**src/rtl/video_pkg.sv**
```systemverilog
// Shared video-path constants and the byte-pairing FSM encoding.
package video_pkg;

    localparam int unsigned OV7670_H_ACTIVE = 640;
    localparam int unsigned OV7670_V_ACTIVE = 480;
    localparam int unsigned PIXEL_W         = 16;

    typedef enum logic [1:0] {
        WAIT_SOF = 2'd0,
        BYTE_HI  = 2'd1,
        BYTE_LO  = 2'd2
    } framer_state_e;

endpackage

```
**src/rtl/rgb565_pixel_framer_if.sv**
```systemverilog
// Camera byte stream in, framed RGB565 pixel stream out.
interface rgb565_pixel_framer_if;
    import video_pkg::*;

    logic [7:0]         s_tdata;
    logic               s_tvalid;
    logic               s_tready;
    logic [PIXEL_W-1:0] m_tdata;
    logic               m_tvalid;
    logic               m_tready;
    logic               m_tuser;
    logic               m_tlast;

    // slave: the framer's view; master: the surrounding system's view
    modport slave (
        input  s_tdata, s_tvalid, m_tready,
        output s_tready, m_tdata, m_tvalid, m_tuser, m_tlast
    );

    modport master (
        output s_tdata, s_tvalid, m_tready,
        input  s_tready, m_tdata, m_tvalid, m_tuser, m_tlast
    );

endinterface

```
**src/rtl/axis_out_reg.sv**
```systemverilog
// One-deep AXI-Stream output slice holding {tdata, tuser, tlast} until accepted.
module axis_out_reg
    import video_pkg::*;
#(
    parameter int unsigned W = PIXEL_W
) (
    input  logic         clk,
    input  logic         rst_n,
    input  logic         load_i,
    input  logic [W-1:0] tdata_i,
    input  logic         tuser_i,
    input  logic         tlast_i,
    input  logic         tready_i,
    output logic         tvalid_o,
    output logic [W-1:0] tdata_o,
    output logic         tuser_o,
    output logic         tlast_o
);

    logic         valid_q;
    logic [W-1:0] data_q;
    logic         user_q;
    logic         last_q;

    // Caller only loads when the slot is empty or being drained this cycle.
    always_ff @(posedge clk or negedge rst_n) begin
        if (!rst_n) begin
            valid_q <= 1'b0;
            data_q  <= '0;
            user_q  <= 1'b0;
            last_q  <= 1'b0;
        end else if (load_i) begin
            valid_q <= 1'b1;
            data_q  <= tdata_i;
            user_q  <= tuser_i;
            last_q  <= tlast_i;
        end else if (tready_i) begin
            valid_q <= 1'b0;
        end
    end

    assign tvalid_o = valid_q;
    assign tdata_o  = data_q;
    assign tuser_o  = user_q;
    assign tlast_o  = last_q;

endmodule

```
**src/rtl/rgb565_pixel_framer.sv**
```systemverilog
// Pairs OV7670 bytes into RGB565 pixels and frames them with tuser/tlast, realigning on sof.
module rgb565_pixel_framer
    import video_pkg::*;
#(
    parameter int unsigned H_ACTIVE = OV7670_H_ACTIVE,
    parameter int unsigned V_ACTIVE = OV7670_V_ACTIVE
) (
    input  logic                        clk,
    input  logic                        RESETn,
    input  logic                        sof,
    rgb565_pixel_framer_if.slave        bus,
    output logic                        frame_done,
    output logic                        resync,
    output logic [15:0]                 frame_count
);

    localparam int unsigned XW = $clog2(H_ACTIVE);
    localparam int unsigned YW = $clog2(V_ACTIVE);
    localparam logic [XW-1:0] X_LAST = XW'(H_ACTIVE - 1);
    localparam logic [YW-1:0] Y_LAST = YW'(V_ACTIVE - 1);

    framer_state_e state_q, state_d;
    logic [7:0]    hi_q, hi_d;
    logic [XW-1:0] x_q, x_d;
    logic [YW-1:0] y_q, y_d;
    logic          pend_q, pend_d;
    logic          frame_done_q, frame_done_d;
    logic          resync_q, resync_d;
    logic [15:0]   frame_count_q, frame_count_d;

    logic s_ready;
    logic byte_hs;
    logic load;
    logic accept;
    logic x_last;
    logic y_last;
    logic pix_user;

    always_comb begin
        s_ready = 1'b1;
        if (state_q == BYTE_LO) begin
            s_ready = ~bus.m_tvalid | bus.m_tready;
        end
        byte_hs  = bus.s_tvalid & s_ready & ~sof;
        load     = byte_hs & (state_q == BYTE_LO);
        accept   = bus.m_tvalid & bus.m_tready;
        x_last   = (x_q == X_LAST);
        y_last   = (y_q == Y_LAST);
        pix_user = (x_q == '0) && (y_q == '0);
    end

    always_comb begin
        state_d  = state_q;
        hi_d     = hi_q;
        x_d      = x_q;
        y_d      = y_q;
        resync_d = 1'b0;

        if (sof) begin
            state_d  = BYTE_HI;
            hi_d     = '0;
            x_d      = '0;
            y_d      = '0;
            // Only a frame that has already consumed a byte counts as interrupted.
            resync_d = (state_q == BYTE_LO) || ((state_q == BYTE_HI) && !pix_user);
        end else begin
            case (state_q)
                WAIT_SOF: ;
                BYTE_HI: begin
                    if (byte_hs) begin
                        hi_d    = bus.s_tdata;
                        state_d = BYTE_LO;
                    end
                end
                BYTE_LO: begin
                    if (byte_hs) begin
                        state_d = BYTE_HI;
                        if (x_last) begin
                            x_d = '0;
                            if (y_last) begin
                                y_d     = '0;
                                state_d = WAIT_SOF;
                            end else begin
                                y_d = y_q + 1'b1;
                            end
                        end else begin
                            x_d = x_q + 1'b1;
                        end
                    end
                end
                default: state_d = WAIT_SOF;
            endcase
        end
    end

    // pend tracks whether the beat currently held in the slice closes a frame.
    always_comb begin
        pend_d        = (pend_q & ~accept) | (load & x_last & y_last);
        frame_done_d  = accept & pend_q;
        frame_count_d = frame_count_q;
        if (accept && pend_q) begin
            frame_count_d = frame_count_q + 16'd1;
        end
    end

    always_ff @(posedge clk or negedge RESETn) begin
        if (!RESETn) begin
            state_q       <= WAIT_SOF;
            hi_q          <= '0;
            x_q           <= '0;
            y_q           <= '0;
            pend_q        <= 1'b0;
            frame_done_q  <= 1'b0;
            resync_q      <= 1'b0;
            frame_count_q <= '0;
        end else begin
            state_q       <= state_d;
            hi_q          <= hi_d;
            x_q           <= x_d;
            y_q           <= y_d;
            pend_q        <= pend_d;
            frame_done_q  <= frame_done_d;
            resync_q      <= resync_d;
            frame_count_q <= frame_count_d;
        end
    end

    axis_out_reg #(
        .W (PIXEL_W)
    ) u_out (
        .clk      (clk),
        .rst_n    (RESETn),
        .load_i   (load),
        .tdata_i  ({hi_q, bus.s_tdata}),
        .tuser_i  (pix_user),
        .tlast_i  (x_last),
        .tready_i (bus.m_tready),
        .tvalid_o (bus.m_tvalid),
        .tdata_o  (bus.m_tdata),
        .tuser_o  (bus.m_tuser),
        .tlast_o  (bus.m_tlast)
    );

    assign bus.s_tready = s_ready;
    assign frame_done   = frame_done_q;
    assign resync       = resync_q;
    assign frame_count  = frame_count_q;

endmodule

```
**src/flat_wrapper.sv**
```systemverilog
// flat-port wrapper written by rule: the top's interface ports become plain ports
module rgb565_pixel_framer_flat import video_pkg::*;
#(
    parameter int unsigned H_ACTIVE = OV7670_H_ACTIVE,
    parameter int unsigned V_ACTIVE = OV7670_V_ACTIVE
)
  (clk, RESETn, sof, frame_done, resync, frame_count, bus_s_tdata, bus_s_tvalid, bus_m_tready, bus_s_tready, bus_m_tdata, bus_m_tvalid, bus_m_tuser, bus_m_tlast);
  rgb565_pixel_framer_if bus_i ();
  input  logic clk;
  input  logic RESETn;
  input  logic sof;
  output logic frame_done;
  output logic resync;
  output logic [15:0] frame_count;
  input wire logic [$bits(bus_i.s_tdata)-1:0] bus_s_tdata;
  input wire logic [$bits(bus_i.s_tvalid)-1:0] bus_s_tvalid;
  input wire logic [$bits(bus_i.m_tready)-1:0] bus_m_tready;
  output wire logic [$bits(bus_i.s_tready)-1:0] bus_s_tready;
  output wire logic [$bits(bus_i.m_tdata)-1:0] bus_m_tdata;
  output wire logic [$bits(bus_i.m_tvalid)-1:0] bus_m_tvalid;
  output wire logic [$bits(bus_i.m_tuser)-1:0] bus_m_tuser;
  output wire logic [$bits(bus_i.m_tlast)-1:0] bus_m_tlast;
  assign bus_i.s_tdata = bus_s_tdata;
  assign bus_i.s_tvalid = bus_s_tvalid;
  assign bus_i.m_tready = bus_m_tready;
  assign bus_s_tready = bus_i.s_tready;
  assign bus_m_tdata = bus_i.m_tdata;
  assign bus_m_tvalid = bus_i.m_tvalid;
  assign bus_m_tuser = bus_i.m_tuser;
  assign bus_m_tlast = bus_i.m_tlast;
  rgb565_pixel_framer #(.H_ACTIVE(H_ACTIVE), .V_ACTIVE(V_ACTIVE)) u_core (.clk(clk), .RESETn(RESETn), .sof(sof), .bus(bus_i), .frame_done(frame_done), .resync(resync), .frame_count(frame_count));
endmodule
```
**config.mk**
```make
export PLATFORM = sky130hd
export DESIGN_NAME = rgb565_pixel_framer_flat
export DESIGN_NICKNAME = d
export VERILOG_FILES = /design/src/rtl/video_pkg.sv /design/src/rtl/rgb565_pixel_framer_if.sv /design/src/rtl/axis_out_reg.sv /design/src/rtl/rgb565_pixel_framer.sv /design/src/flat_wrapper.sv
export SDC_FILE = /design/constraint.sdc
export NUM_CORES = 1
export LEC_CHECK = 0
export CAP_MARGIN = 10
export CELL_PAD_IN_SITES_DETAIL_PLACEMENT = 1
export CELL_PAD_IN_SITES_GLOBAL_PLACEMENT = 2
export CORE_ASPECT_RATIO = 1.25
export CORE_MARGIN = 4
export CORE_UTILIZATION = 34
export CTS_CLUSTER_SIZE = 10
export DETAILED_ROUTE_END_ITERATION = 8
export PLACE_DENSITY = 0.79
export SYNTH_ARGS = -nofsm -noshare
export SYNTH_HDL_FRONTEND = slang
export SYNTH_SLANG_ARGS = --single-unit
```
**constraint.sdc**
```tcl
create_clock -name clk -period 2.1 [get_ports clk]
set_input_delay 0.21 -clock clk [delete_from_list [all_inputs] [get_ports clk]]
set_output_delay 0.21 -clock clk [all_outputs]
set_load 0.005 [all_outputs]
```
==> results.cfg <==
[cells_and_area]
num-nets-final = 380
n_antenna_cell = 0
fill_cells = 1001
syn_to_final_growth_pct = 32.6
design_area_um2 = 4200
layout-drive-gt1-share_pct = 14.7

[place]
post-dp-hpwl_mm = 5.74
portBuffers = 50
dpl_cell_area_um2 = 3870
gp_congestion = 0.762

[drt]
num_vias = 2514
wire_per_inst_um = 16.7
wl_mm = 8.18
ant_nets = 0
via_per_inst = 5.13
dr.pass1.iters = 4
drtIter0Drc = 77
drc = 0

[die]
core_um2 = 9130
die_height_um = 116
rows = 39
num_io_pins = 51
die_area_um2 = 10900
die_w_um = 94.4
start_util_pct = 34.7

[logic_synthesis]
synth_area_leaders = dfrtp_1 (53%), mux2_2 (7.5%), xnor2_1 (4.1%), nand3_1 (3.6%), nand2_1 (3.4%)
synth_top_family_by_area = simple AND/OR/NAND/NOR gates
synth_cell_types = 47
mappedNetlistArea_um2 = 3170
synth_mux_area_share_pct = 8.13
synth_top_area_cell = dfrtp_1
synth-edff-count = 0
ys_ff_latch = 67
synth-adder-area-share_pct = 1.97
ys_seq_area_share_pct = 52.9
synth_top_area_share_pct = 52.9
yosysMostFrequentCell = dfrtp_1
synth-compound-area-share_pct = 7.34
synthTopCellsByCount = dfrtp_1 (67), nand2_1 (29), nand3_1 (23), mux2_2 (21), a21oi_1 (17)
post_synth_xor_area_fraction_pct = 5.25
synth-simple-area-share_pct = 21.3
synth_warnings = 0
syn_area_per_cell_um2 = 10.6
synth_cells = 300
synth_flop_cell = dfrtp_1
syn-num-nets = 318
synthArstFlopShare_pct = 100

[timing]
slew_viol_final = 0
period_share_pct = 91.5
timing.slew.headroom_pct = 68.1
rsz0062_at_grt = no
worst_pin_slew_ns = 0.478
post-route-min-period_ns = 1.92
setup_viol = 0
skew_ns = 0.00676
final.setup.tns_ns = 0
max_freq_ghz = 0.520
hold_viol = 0
hold_slack_ns = 0.462

[cts]
cts_resized = 0
insertion_delay_ns = 0.33
clock_path_buffers = 2
cts_tree = yes
numCtsBuffers = 9
clk_pin_slew_ns = 0.05
ctsRootBufferMaster = clkbuf_16
cts.sinks = 67
cts-htree-levels = 3

[setup_path]
startpoint_type = flop
cp.required_ns = 1.89
path_class = reg2out
crit_path_max_fanout = 7
r2r_setup_slack_ns = 0.26
crit_arrival_ns = 1.71
end_kind = primary output

[global_routing]
grt_use_total_pct = 16.4
antenna_found_initial = 0
globalRouteOverflowTotal = 0
grt_start_max_net_pins = 68
grt_pass1_vias = 2782
grt_pass1_wl_mm = 13.9

[power_and_ir_drop]
power.density_nw_per_um2 = 787
irDropWorstVdd_mv = 0.480
power_leakage_nw = 1.83

[outcome]
status = complete, no violations

[flow_run]
drv_cap = 0

[min_path]
hold_path.class = in2async
==> sequential cells by signal (all words and copies together) (netlist names) <==
name                   flops
u_core.frame_count        16
u_core.u_out.tdata_o      16
u_core.x_q                10
u_core.y_q                 9
u_core.hi_q                8
u_core.state_q             2
u_core.frame_done          1
u_core.pend_q              1
u_core.resync              1
u_core.u_out.tlast_o       1
u_core.u_out.tuser_o       1
u_core.u_out.tvalid_o      1
==> path summary, 6_finish.rpt <==
kind                                               startpoint                                  end  cells after the start
setup reg to reg                u_core.state_q[0]$_DFFE_PN0P_            u_core.y_q[3]$_DFFE_PN0P_                      4
hold / removal                                         RESETn  u_core.u_out.tdata_o[2]$_DFFE_PN0P_                      3
max in group asynchronous                              RESETn            u_core.y_q[8]$_DFFE_PN0P_                      3
setup / recovery                u_core.state_q[0]$_DFFE_PN0P_                         bus_s_tready                      3
min in group clk                               bus_s_tdata[0]           u_core.hi_q[0]$_DFFE_PN0P_                      3
hold reg to reg            u_core.frame_count[15]$_DFFE_PN0P_   u_core.frame_count[15]$_DFFE_PN0P_                      1
==> critical path, stage by stage, from the launching register on <==
cell             delay [ns]
dfrtp_1                0.39
nor2b_1                0.40
nand2_1                0.11
clkdlybuf4s50_1        0.48
==> cell usage in the layout (no fill, tap or decap), types with 7 or more instances in the layout <==
cell type / count
xnor2_1: 15
a21oi_1: 17
inv_1: 11
dfrtp_1: 67
nor3_1: 11
mux2_2: 21
nand3_1: 23
nand2_1: 29
clkbuf_16: 9
nor2_1: 15
nand4_1: 15
buf_4: 9
nor4_1: 7
clkdlybuf4s50_1: 49
==> per-stage QoR <==
step	total power, mW	cells	util (%)	setup slack (ns)
after CTS	3.37	490	46.1	0.154
after global placement	1.73	473	42.5	0.125
after detailed placement	1.74	473	42.5	0.0291
after global routing	3.47	490	46.1	0.0373
after floorplan	1.52	300	-	0.379
final	3.31	490	46.1	0.178
==> routing by layer <==
| layer | up-vias | global-route usage [%] | part of all wire [%] |
|---|---|---|---|
| met1 | 1273 | 19.7 | 43 |
| li1 | 1199 | - | - |
| met5 | - | 0 | 0 |
| met2 | 34 | 28.6 | 53 |
| met3 | 8 | 3.77 | 2.8 |
| met4 | 0 | 6.17 | 1.2 |
==> cells by family after synthesis <==
group                      count (synthesis)
adders and majority gates                  5
and+or+nand+nor                          127
DFF                                       67
AOI/OAI and AO/OA                         36
buffers and inverters                     23
muxes                                     23
xor gates and xnor gates                  19
==> cell type report <==
type	count	area [um2]	share of cell area (%)
clock buffer	9	225	5.36
inverter	12	45.0	1.07
timing repair buffer	62	613	14.6
tap	123	154	3.66
clock inverter	7	92.6	2.20
sequential	67	1680	39.9
multi-input combinational	210	1400	33.2
==> power breakdown <==
part / leakage, nW / switching (mW) / internal, mW
clock: 0.159 / 0.557 / 1.04
combinational: 0.764 / 0.129 / 0.183
sequential: 0.904 / 0.0386 / 1.36
total: 1.83 / 0.725 / 2.58
==> what timing repair did <==
item | 4_1_cts | 5_1_grt
setup buffers | 0 | 0
endpoints found under the hold margin | 67 | 0
hold buffers | 1 | 0
Power figures use the tool's default switching activity.
